$ cat src/rtl/safecrack_pkg.sv
// rtl/safecrack_pkg.sv - shared button code type, idle code and encoder state encoding
package safecrack_pkg;

  typedef logic [3:0] btn_t;

  localparam btn_t BTN_NONE = 4'b1111;

  typedef enum logic [4:0] {
    IDLE     = 5'b00001,
    DEBOUNCE = 5'b00010,
    EMIT     = 5'b00100,
    HELD     = 5'b01000,
    REL_DB   = 5'b10000
  } enc_state_t;

  // A legal press code has exactly one button pulled low.
  function automatic logic is_one_cold(input btn_t b);
    btn_t inv;
    inv = ~b;
    return ($countones(inv) == 1);
  endfunction

endpackage

$ cat src/rtl/btn_sync.sv
// rtl/btn_sync.sv - parameterised-width 2-FF synchroniser, resets to all-ones (buttons released)
module btn_sync #(
  parameter int W = 4
) (
  input  logic         clk,
  input  logic         rst_n,
  input  logic [W-1:0] d,
  output logic [W-1:0] q
);

  logic [W-1:0] meta;

  always_ff @(posedge clk or negedge rst_n) begin
    if (!rst_n) begin
      meta <= '1;
      q    <= '1;
    end else begin
      meta <= d;
      q    <= meta;
    end
  end

endmodule

$ cat src/rtl/btn_press_encoder.sv
// rtl/btn_press_encoder.sv - debounced single-button press encoder for the safecrack lock FSM
// Optional BTN_ENC_MULTI_ERR_EN: strobe multi_err on a debounced multi-button press.
module btn_press_encoder
  import safecrack_pkg::*;
#(
  parameter int DEBOUNCE_CYCLES = 500_000
) (
  input  logic       clk,
  input  logic       rst_n,
  input  logic [3:0] btn_raw,
  output logic [3:0] btn_o,
  output logic       press_valid,
  output logic       busy,
  output logic [7:0] press_cnt,
  output logic       multi_err
);

  localparam int CNT_W = $clog2(DEBOUNCE_CYCLES + 1);
  localparam logic [CNT_W-1:0] CNT_LAST = CNT_W'(DEBOUNCE_CYCLES - 1);

  btn_t             s;
  btn_t             cand, cand_nxt;
  enc_state_t       state, state_nxt;
  logic [CNT_W-1:0] cnt, cnt_nxt;
  logic [7:0]       press_cnt_r;

  btn_sync #(.W(4)) u_sync (
    .clk   (clk),
    .rst_n (rst_n),
    .d     (btn_raw),
    .q     (s)
  );

  always_ff @(posedge clk or negedge rst_n) begin
    if (!rst_n) begin
      state <= IDLE;
      cnt   <= '0;
      cand  <= BTN_NONE;
    end else begin
      state <= state_nxt;
      cnt   <= cnt_nxt;
      cand  <= cand_nxt;
    end
  end

  // The counter stops at CNT_LAST: the qualifying edge changes state instead of counting.
  always_comb begin
    state_nxt = state;
    cnt_nxt   = cnt;
    cand_nxt  = cand;
    case (state)
      IDLE: begin
        if (s != BTN_NONE) begin
          cand_nxt  = s;
          cnt_nxt   = '0;
          state_nxt = DEBOUNCE;
        end
      end
      DEBOUNCE: begin
        if (s != cand) begin
          state_nxt = IDLE;
        end else if (cnt == CNT_LAST) begin
          state_nxt = is_one_cold(cand) ? EMIT : HELD;
        end else begin
          cnt_nxt = cnt + CNT_W'(1);
        end
      end
      EMIT: begin
        state_nxt = HELD;
      end
      HELD: begin
        if (s == BTN_NONE) begin
          cnt_nxt   = '0;
          state_nxt = REL_DB;
        end
      end
      REL_DB: begin
        if (s != BTN_NONE) begin
          state_nxt = HELD;
        end else if (cnt == CNT_LAST) begin
          state_nxt = IDLE;
        end else begin
          cnt_nxt = cnt + CNT_W'(1);
        end
      end
      default: begin
        state_nxt = IDLE;
      end
    endcase
  end

  always_ff @(posedge clk or negedge rst_n) begin
    if (!rst_n) begin
      press_cnt_r <= 8'h00;
    end else if (state == EMIT) begin
      press_cnt_r <= press_cnt_r + 8'h01;
    end
  end

`ifdef BTN_ENC_MULTI_ERR_EN
  logic multi_err_r;

  // DEBOUNCE only ever goes to HELD when the debounced code had several buttons low.
  always_ff @(posedge clk or negedge rst_n) begin
    if (!rst_n) begin
      multi_err_r <= 1'b0;
    end else begin
      multi_err_r <= (state == DEBOUNCE) && (state_nxt == HELD);
    end
  end

  assign multi_err = multi_err_r;
`else
  assign multi_err = 1'b0;
`endif

  assign btn_o       = (state == EMIT) ? cand : BTN_NONE;
  assign press_valid = (state == EMIT);
  assign busy        = (state != IDLE);
  assign press_cnt   = press_cnt_r;

endmodule

$ cat config.mk
export PLATFORM = sky130hd
export DESIGN_NAME = btn_press_encoder
export DESIGN_NICKNAME = d
export VERILOG_FILES = /design/src/rtl/safecrack_pkg.sv /design/src/rtl/btn_sync.sv /design/src/rtl/btn_press_encoder.sv
export SDC_FILE = /design/constraint.sdc
export NUM_CORES = 1
export LEC_CHECK = 0
export BUFFER_PORTS_ARGS = -buffer_cell sky130_fd_sc_hd__clkbuf_2
export CAP_MARGIN = 30
export CORE_MARGIN = 1.5
export CORE_UTILIZATION = 37
export CTS_CLUSTER_SIZE = 16
export DETAILED_ROUTE_END_ITERATION = 7
export PLACE_DENSITY_LB_ADDON = 0.3
export SKIP_CTS_REPAIR_TIMING = 1
export SYNTH_ARGS = -nofsm -noshare
export SYNTH_HDL_FRONTEND = slang
export SYNTH_SLANG_ARGS = --single-unit
$ cat constraint.sdc
create_clock -name clk -period 2.37 [get_ports clk]
set_clock_uncertainty 0.2 [all_clocks]
set_input_delay 0.1185 -clock clk [delete_from_list [all_inputs] [get_ports clk]]
set_output_delay 0.1185 -clock clk [all_outputs]
set_load 0.03 [all_outputs]
Word level (Yosys, flattened, before mapping)
Index checks and enable logic that the tools add are counted.
{"block": "op_classes", "add_sub_neg": 5, "eq_ne": 17, "n_mux": 15, "bitwise_logic": 1, "reduce_logical": 4}
{"operator": "2-to-1 mux 19 bit", "n": 5}
{"operator": "case mux 19 bit (4 select lines)", "n": 1}
{"operator": "2-to-1 mux 5 bit", "n": 6}
{"operator": "case mux 5 bit (5 select lines)", "n": 1}
{"operator": "adder 19 x 1 -> 19 bit (second input constant)", "n": 1}
{"operator": "equality test 19 bit (second input constant)", "n": 1}
{"operator": "adder 8 x 1 -> 8 bit (second input constant)", "n": 1}
{"operator": "2-to-1 mux 4 bit", "n": 2}
{"operator": "!= test 2 bit (second input constant)", "n": 4}
{"operator": "!= test 3 bit (second input constant)", "n": 2}
{"operator": "equality test 5 x 1 -> 1 bit (second input constant)", "n": 1}
{"operator": "equality test 5 x 2 -> 1 bit (second input constant)", "n": 1}
{"operator": "equality test 5 x 3 -> 1 bit (second input constant)", "n": 1}
{"operator": "equality test 5 x 4 -> 1 bit (second input constant)", "n": 1}
{"operator": "equality test 5 bit (second input constant)", "n": 1}
{"operator": "!= test 5 x 1 -> 1 bit (second input constant)", "n": 1}
{"operator": "AND reduction 5 bit", "n": 1}
{"operator": "adder 1 x 1 -> 2 bit", "n": 2}
{"operator": "equality test 4 bit (second input constant)", "n": 1}
{"operator": "!= test 4 bit", "n": 1}
{"operator": "!= test 4 bit (second input constant)", "n": 1}
{"operator": "inverter 4 bit", "n": 1}
{"operator": "AND reduction 4 bit", "n": 1}
{"operator": "nonzero test 4 bit", "n": 1}
{"operator": "3 further kinds", "n": 3}
{"block": "word_totals", "reg_bits": 44, "wordCells": 48}

Longest topological paths before layout
{"block": "logic_depth", "word_depth": 8, "mapped_depth": 8, "ltp_nobuf": 7}

Hierarchy
From an unflattened synthesis, not the netlist that was laid out.
{"block": "unflattened", "hier_cells": 243, "hier_area_um2": 2451.1}
{"mod": "btn_press_encoder", "instances": 1, "cells_per_inst": 235, "area_per_inst_um2": 2240.9, "seq_area_each_um2": 907.1}
{"mod": "btn_sync", "instances": 1, "cells_per_inst": 8, "area_per_inst_um2": 210.2, "seq_area_each_um2": 210.2}

Worst setup path after synthesis
OpenSTA, ideal clock, no wires.
{"block": "synth_path", "path_type": "register to register", "from": "register cand[0]", "to": "register state[3]", "setup_ps": 122, "arrival_ps": 1789, "required_time_ps": 2048, "slack_ps": 259, "stages_incl_launch_ff": 8, "period_less_slack_ps": 2111, "path_cell_list": "dfstp_2 fa_1 inv_1 ha_1 ha_1 nor3b_1 o22ai_1 o2bb2ai_1"}
{"block": "synth_between", "elab_chain_len": 8}
{"item": "start: declaration", "line_no": "btn_press_encoder.sv:22", "text": "btn_t cand, cand_nxt;"}
{"item": "start signal: assignment", "line_no": "btn_press_encoder.sv:42", "text": "cand <= cand_nxt;"}
{"item": "inverter 4 bit", "line_no": "safecrack_pkg.sv:19", "text": "inv = ~b;"}
{"item": "adder 1 x 1 -> 2 bit (implied by the code)", "line_no": "safecrack_pkg.sv:20", "text": "return ($countones(inv) == 1);"}
{"item": "adder 2 x 2 -> 3 bit (implied by the code)", "line_no": "safecrack_pkg.sv:20"}
{"item": "equality test 3 x 1 -> 1 bit", "line_no": "safecrack_pkg.sv:20"}
{"item": "2-to-1 mux 4 bit", "line_no": "btn_press_encoder.sv:63", "text": "state_nxt = is_one_cold(cand) ? EMIT : HELD;"}
{"item": "2-to-1 mux 5 bit", "line_no": "btn_press_encoder.sv:62", "text": "end else if (cnt == CNT_LAST) begin"}
{"item": "2-to-1 mux 5 bit", "line_no": "btn_press_encoder.sv:60", "text": "if (s != cand) begin"}
{"item": "case mux 5 bit (5 select lines)", "line_no": "btn_press_encoder.sv:51", "text": "case (state)"}
{"item": "end signal: assignment", "line_no": "btn_press_encoder.sv:40", "text": "state <= state_nxt;"}
{"item": "end: declaration", "line_no": "btn_press_encoder.sv:23", "text": "enc_state_t state, state_nxt;"}
Parallel ways exist; a longest one is shown, timed or not. The select of a mux whose other input is x is not followed.
A chain may end at the register's enable or synchronous reset.

Worst setup path after layout
{"block": "layout_path", "from": "register cnt[0]", "to": "register cnt[7]"}
{"block": "layout_between", "elab_chain_len": 4}
{"item": "start: declaration", "line_no": "btn_press_encoder.sv:24", "text": "logic [CNT_W-1:0] cnt, cnt_nxt;"}
{"item": "start signal: assignment", "line_no": "btn_press_encoder.sv:41", "text": "cnt <= cnt_nxt;"}
{"item": "adder 19 x 1 -> 19 bit or equality test 19 bit (tied branches)"}
{"item": "2-to-1 mux 19 bit *", "line_no": "btn_press_encoder.sv:62, btn_press_encoder.sv:80"}
{"item": "2-to-1 mux 19 bit (on tied branches)", "line_no": "btn_press_encoder.sv:78, btn_press_encoder.sv:60"}
{"item": "case mux 19 bit (4 select lines) *", "line_no": "btn_press_encoder.sv:51"}
Every way passes the cells marked *; elsewhere a longest branch is shown, timed or not. The select of a mux whose other input is x is not followed.

==> flow_metrics.py <==
metrics = {
    "outcome": {
        "status": "finished clean",
    },
    "critical_path": {
        "cp_max_fo": 19,
        "crit_path_top_delay_cell": "dfrtp_1",
        "reg2reg_depth": 7,
        "worst_setup_path_end_kind": "register",
        "timing.reg2reg.setup_slack_ns": 0.18,
        "startpoint_type": "register",
        "crit_type": "register to register",
        "crit_chain": "ha_1 -> and4_1 -> and3_1 -> a211oi_1 -> o211a_1 -> buf_12 -> o221ai_1",
        "worstPathRequired_ns": 2.35,
        "cp_slowest_stage_delay_ns": 0.41,
        "critPathArrivalTime_ns": 2.16,
    },
    "timing": {
        "hold_viol": 0,
        "finalCriticalPeriod_ns": 2.19,
        "finalSetupViolations": 0,
        "rsz0062_at_grt": "no",
        "slew_headroom": 0.613,
        "slew_viol_final": 0,
        "tns_ns": 0,
        "fin_crit_sh": 0.922,
        "worstMarginPinSlew_ns": 0.577,
        "fmax_mhz": 458,
    },
    "drt": {
        "route.detailed.drc": 0,
        "drt_iter0_drc": 139,
        "via_count": 1954,
        "drt-total-wl_um": 5120,
        "met1_length_um": 2420,
        "ant_nets": 0,
        "wl_met2_um": 2500,
        "wl_met3_um": 144,
        "dr.pass1.iters": 4,
        "post_drt_wl_per_cell_um": 14.6,
        "vias_per_cell": 5.57,
        "top_layer": "met4",
    },
    "yosys": {
        "synth_top_area_share": 0.313,
        "synth_enable_flop_cells": 0,
        "postSynthAreaPerCell_um2": 10.0,
        "synthArstFlopShare": 1.00,
        "synth_top_flop_cell": "dfrtp_1",
        "synth_warnings": 0,
        "syn-num-nets": 258,
        "synth_cell_types": 55,
        "synth_top_area_cell": "dfrtp_1",
        "syn_inst": 247,
        "ys_seq_area_frac": 0.451,
        "netlist_top_cells_area": "dfrtp_1, dfstp_2, nand4_1",
        "synth_area_mm2": 0.00248,
        "ys_ff_latch": 44,
    },
    "min_path": {
        "holdPathStages": 0,
        "hp-class": "register to register",
    },
    "clocking": {
        "cts_tree": "built",
        "cts_buffers": 5,
        "htreeDepth": 2,
        "path_clk_slew_ns": 0.09,
        "clk_path_buf_depth": 2,
        "cts.sinks": 44,
        "clk_latency_ns": 0.30,
        "cts_root_buffer": "clkbuf_8",
    },
    "layout": {
        "fin_util": 0.442,
        "nNetsFinal": 284,
        "n_antenna_cell": 0,
        "syn_to_final_growth_pct": 14.7,
        "layout.cells.non_filler": 351,
        "drive_gt1_frac": 0.237,
    },
    "die": {
        "io-pin-count": 21,
        "start_util": 0.386,
        "num_rows": 29,
        "core_area_mm2": 0.00642,
        "dieArea_mm2": 0.00719,
        "fp.dieH_um": 84.8,
        "die_w_um": 84.8,
    },
    "grt": {
        "grt-ovfl-total": 0,
        "grt_usage": 0.155,
        "antenna_found_initial": 0,
        "grt_pass1_vias": 1867,
        "grt_max_degree": 45,
        "grt_pass1_wl_um": 9030,
    },
    "power": {
        "ir_drop_mv": 0.420,
        "leakage_uw": 0.00115,
        "powerDensity_mw_per_mm2": 789,
        "power_uw": 2240,
    },
    "placement": {
        "portBuffers": 19,
        "place_hpwl_um": 3470,
        "place_inst": 338,
        "place_congestion": 0.784,
    },
    "flow_run": {
        "timing.max_cap.violations": 0,
    },
}
-- area by class of cell --
cell class	count	area, µm²
inverters	23	86.3
multi-input cells	168	1210
clock buffers	6	93.8
flip-flops and latches	44	1120
clock inverters	2	15.0
fillers	613	3580
well taps	77	96.3
repair buffers	31	223
-- per-stage QoR --
| stage | hold slack [ns] | setup slack (ns) | instance area (µm²) |
|---|---|---|---|
| floorplan | -0.377 | 0.259 | 2480 |
| global placement | 0.00595 | 0.193 | 2680 |
| detailed placement | 0.00847 | 0.156 | 2680 |
| CTS | -0.320 | 0.149 | 2790 |
| global route | 0.163 | 0.0369 | 2840 |
| finish | 0.158 | 0.184 | 2840 |
-- cells by family (layout without fill, tap and decap cells) --
logic type      after synthesis  in the layout  synth area share
compound gates               46             46             0.160
xor+xnor                     13             13            0.0460
fa+ha+maj                     5              5            0.0283
buf+inv                      35             62            0.0627
flops                        44             44             0.451
mux                           1              1           0.00404
other cells                   1              1           0.00151
simple gates                102            102             0.247
-- final timing paths --
| kind | start | endpoint |
|---|---|---|
| max | cnt[0] | cnt[7] |
| min | u_sync.meta[1] | u_sync.q[1] |
| max reg2reg | cnt[0] | cnt[7] |
| min reg2reg | u_sync.meta[1] | u_sync.q[1] |
| max in group asynchronous | rst_n | state[0] |
| min in group asynchronous | rst_n | cnt[2] |
-- Yosys cell counts, types with 2 or more instances --
cell type  count
inv_1         22
xnor2_1       11
nand2b_1       9
clkbuf_1       4
a31oi_1        3
or3_1          3
nand2_1       17
o2111ai_1      2
o22a_1         4
o21ai_1        2
buf_2          4
o221ai_2       6
or2_2          3
nand3_1       19
o22ai_1        2
nor2_1         9
nand4_1       16
o211ai_1       2
and3_1         4
nor3b_1        2
ha_1           4
xor2_1         2
a21oi_1        4
and4_1         4
dfrtp_1       31
dfstp_2       13
o221ai_1       9
nor3_2         2
o21ai_0        3
nor3_1         4
buf_4          3
-- per-layer routing --
metal,vias to the layer above,GRT usage
li1,962,-
met1,956,0.215
met2,31,0.248
met3,5,0.0275
met4,0,0.0492
met5,-,0
-- sequential cells by signal, indices dropped and copies added (netlist names) --
register	cells
cand	4
cnt	19
u_sync.meta	4
u_sync.q	4
state	5
press_cnt	8
-- worst max-delay path: cells and delay by family, from the launching register on --
family                     cells  cell delay, ns
buffers and inverters          1            0.17
adders and majority gates      1            0.25
AOI/OAI and AO/OA              3            0.54
DFF                            1            0.41
and+or+nand+nor                2            0.47
-- power by group --
part	switching [µW]	leakage, µW	internal, µW
Clock	279	0.0000573	276
Combinational	395	0.000523	330
Sequential	102	0.000568	859
Total	776	0.00115	1470
-- cells in the final DEF, fill, tap and decap left out, drive strengths merged, types with 5 or more instances in the layout --
cell and count:
nand2b 9, buf 7, nand4 17, xnor2 11, nand2 18, dfrtp 31, clkbuf 25, nor2 9
o221ai 15, inv 24, dfstp 13, dlygate4sd3 5, nor3 6, nand3 19, o21ai 5
Note: power is estimated with default switching activity, not from simulation.
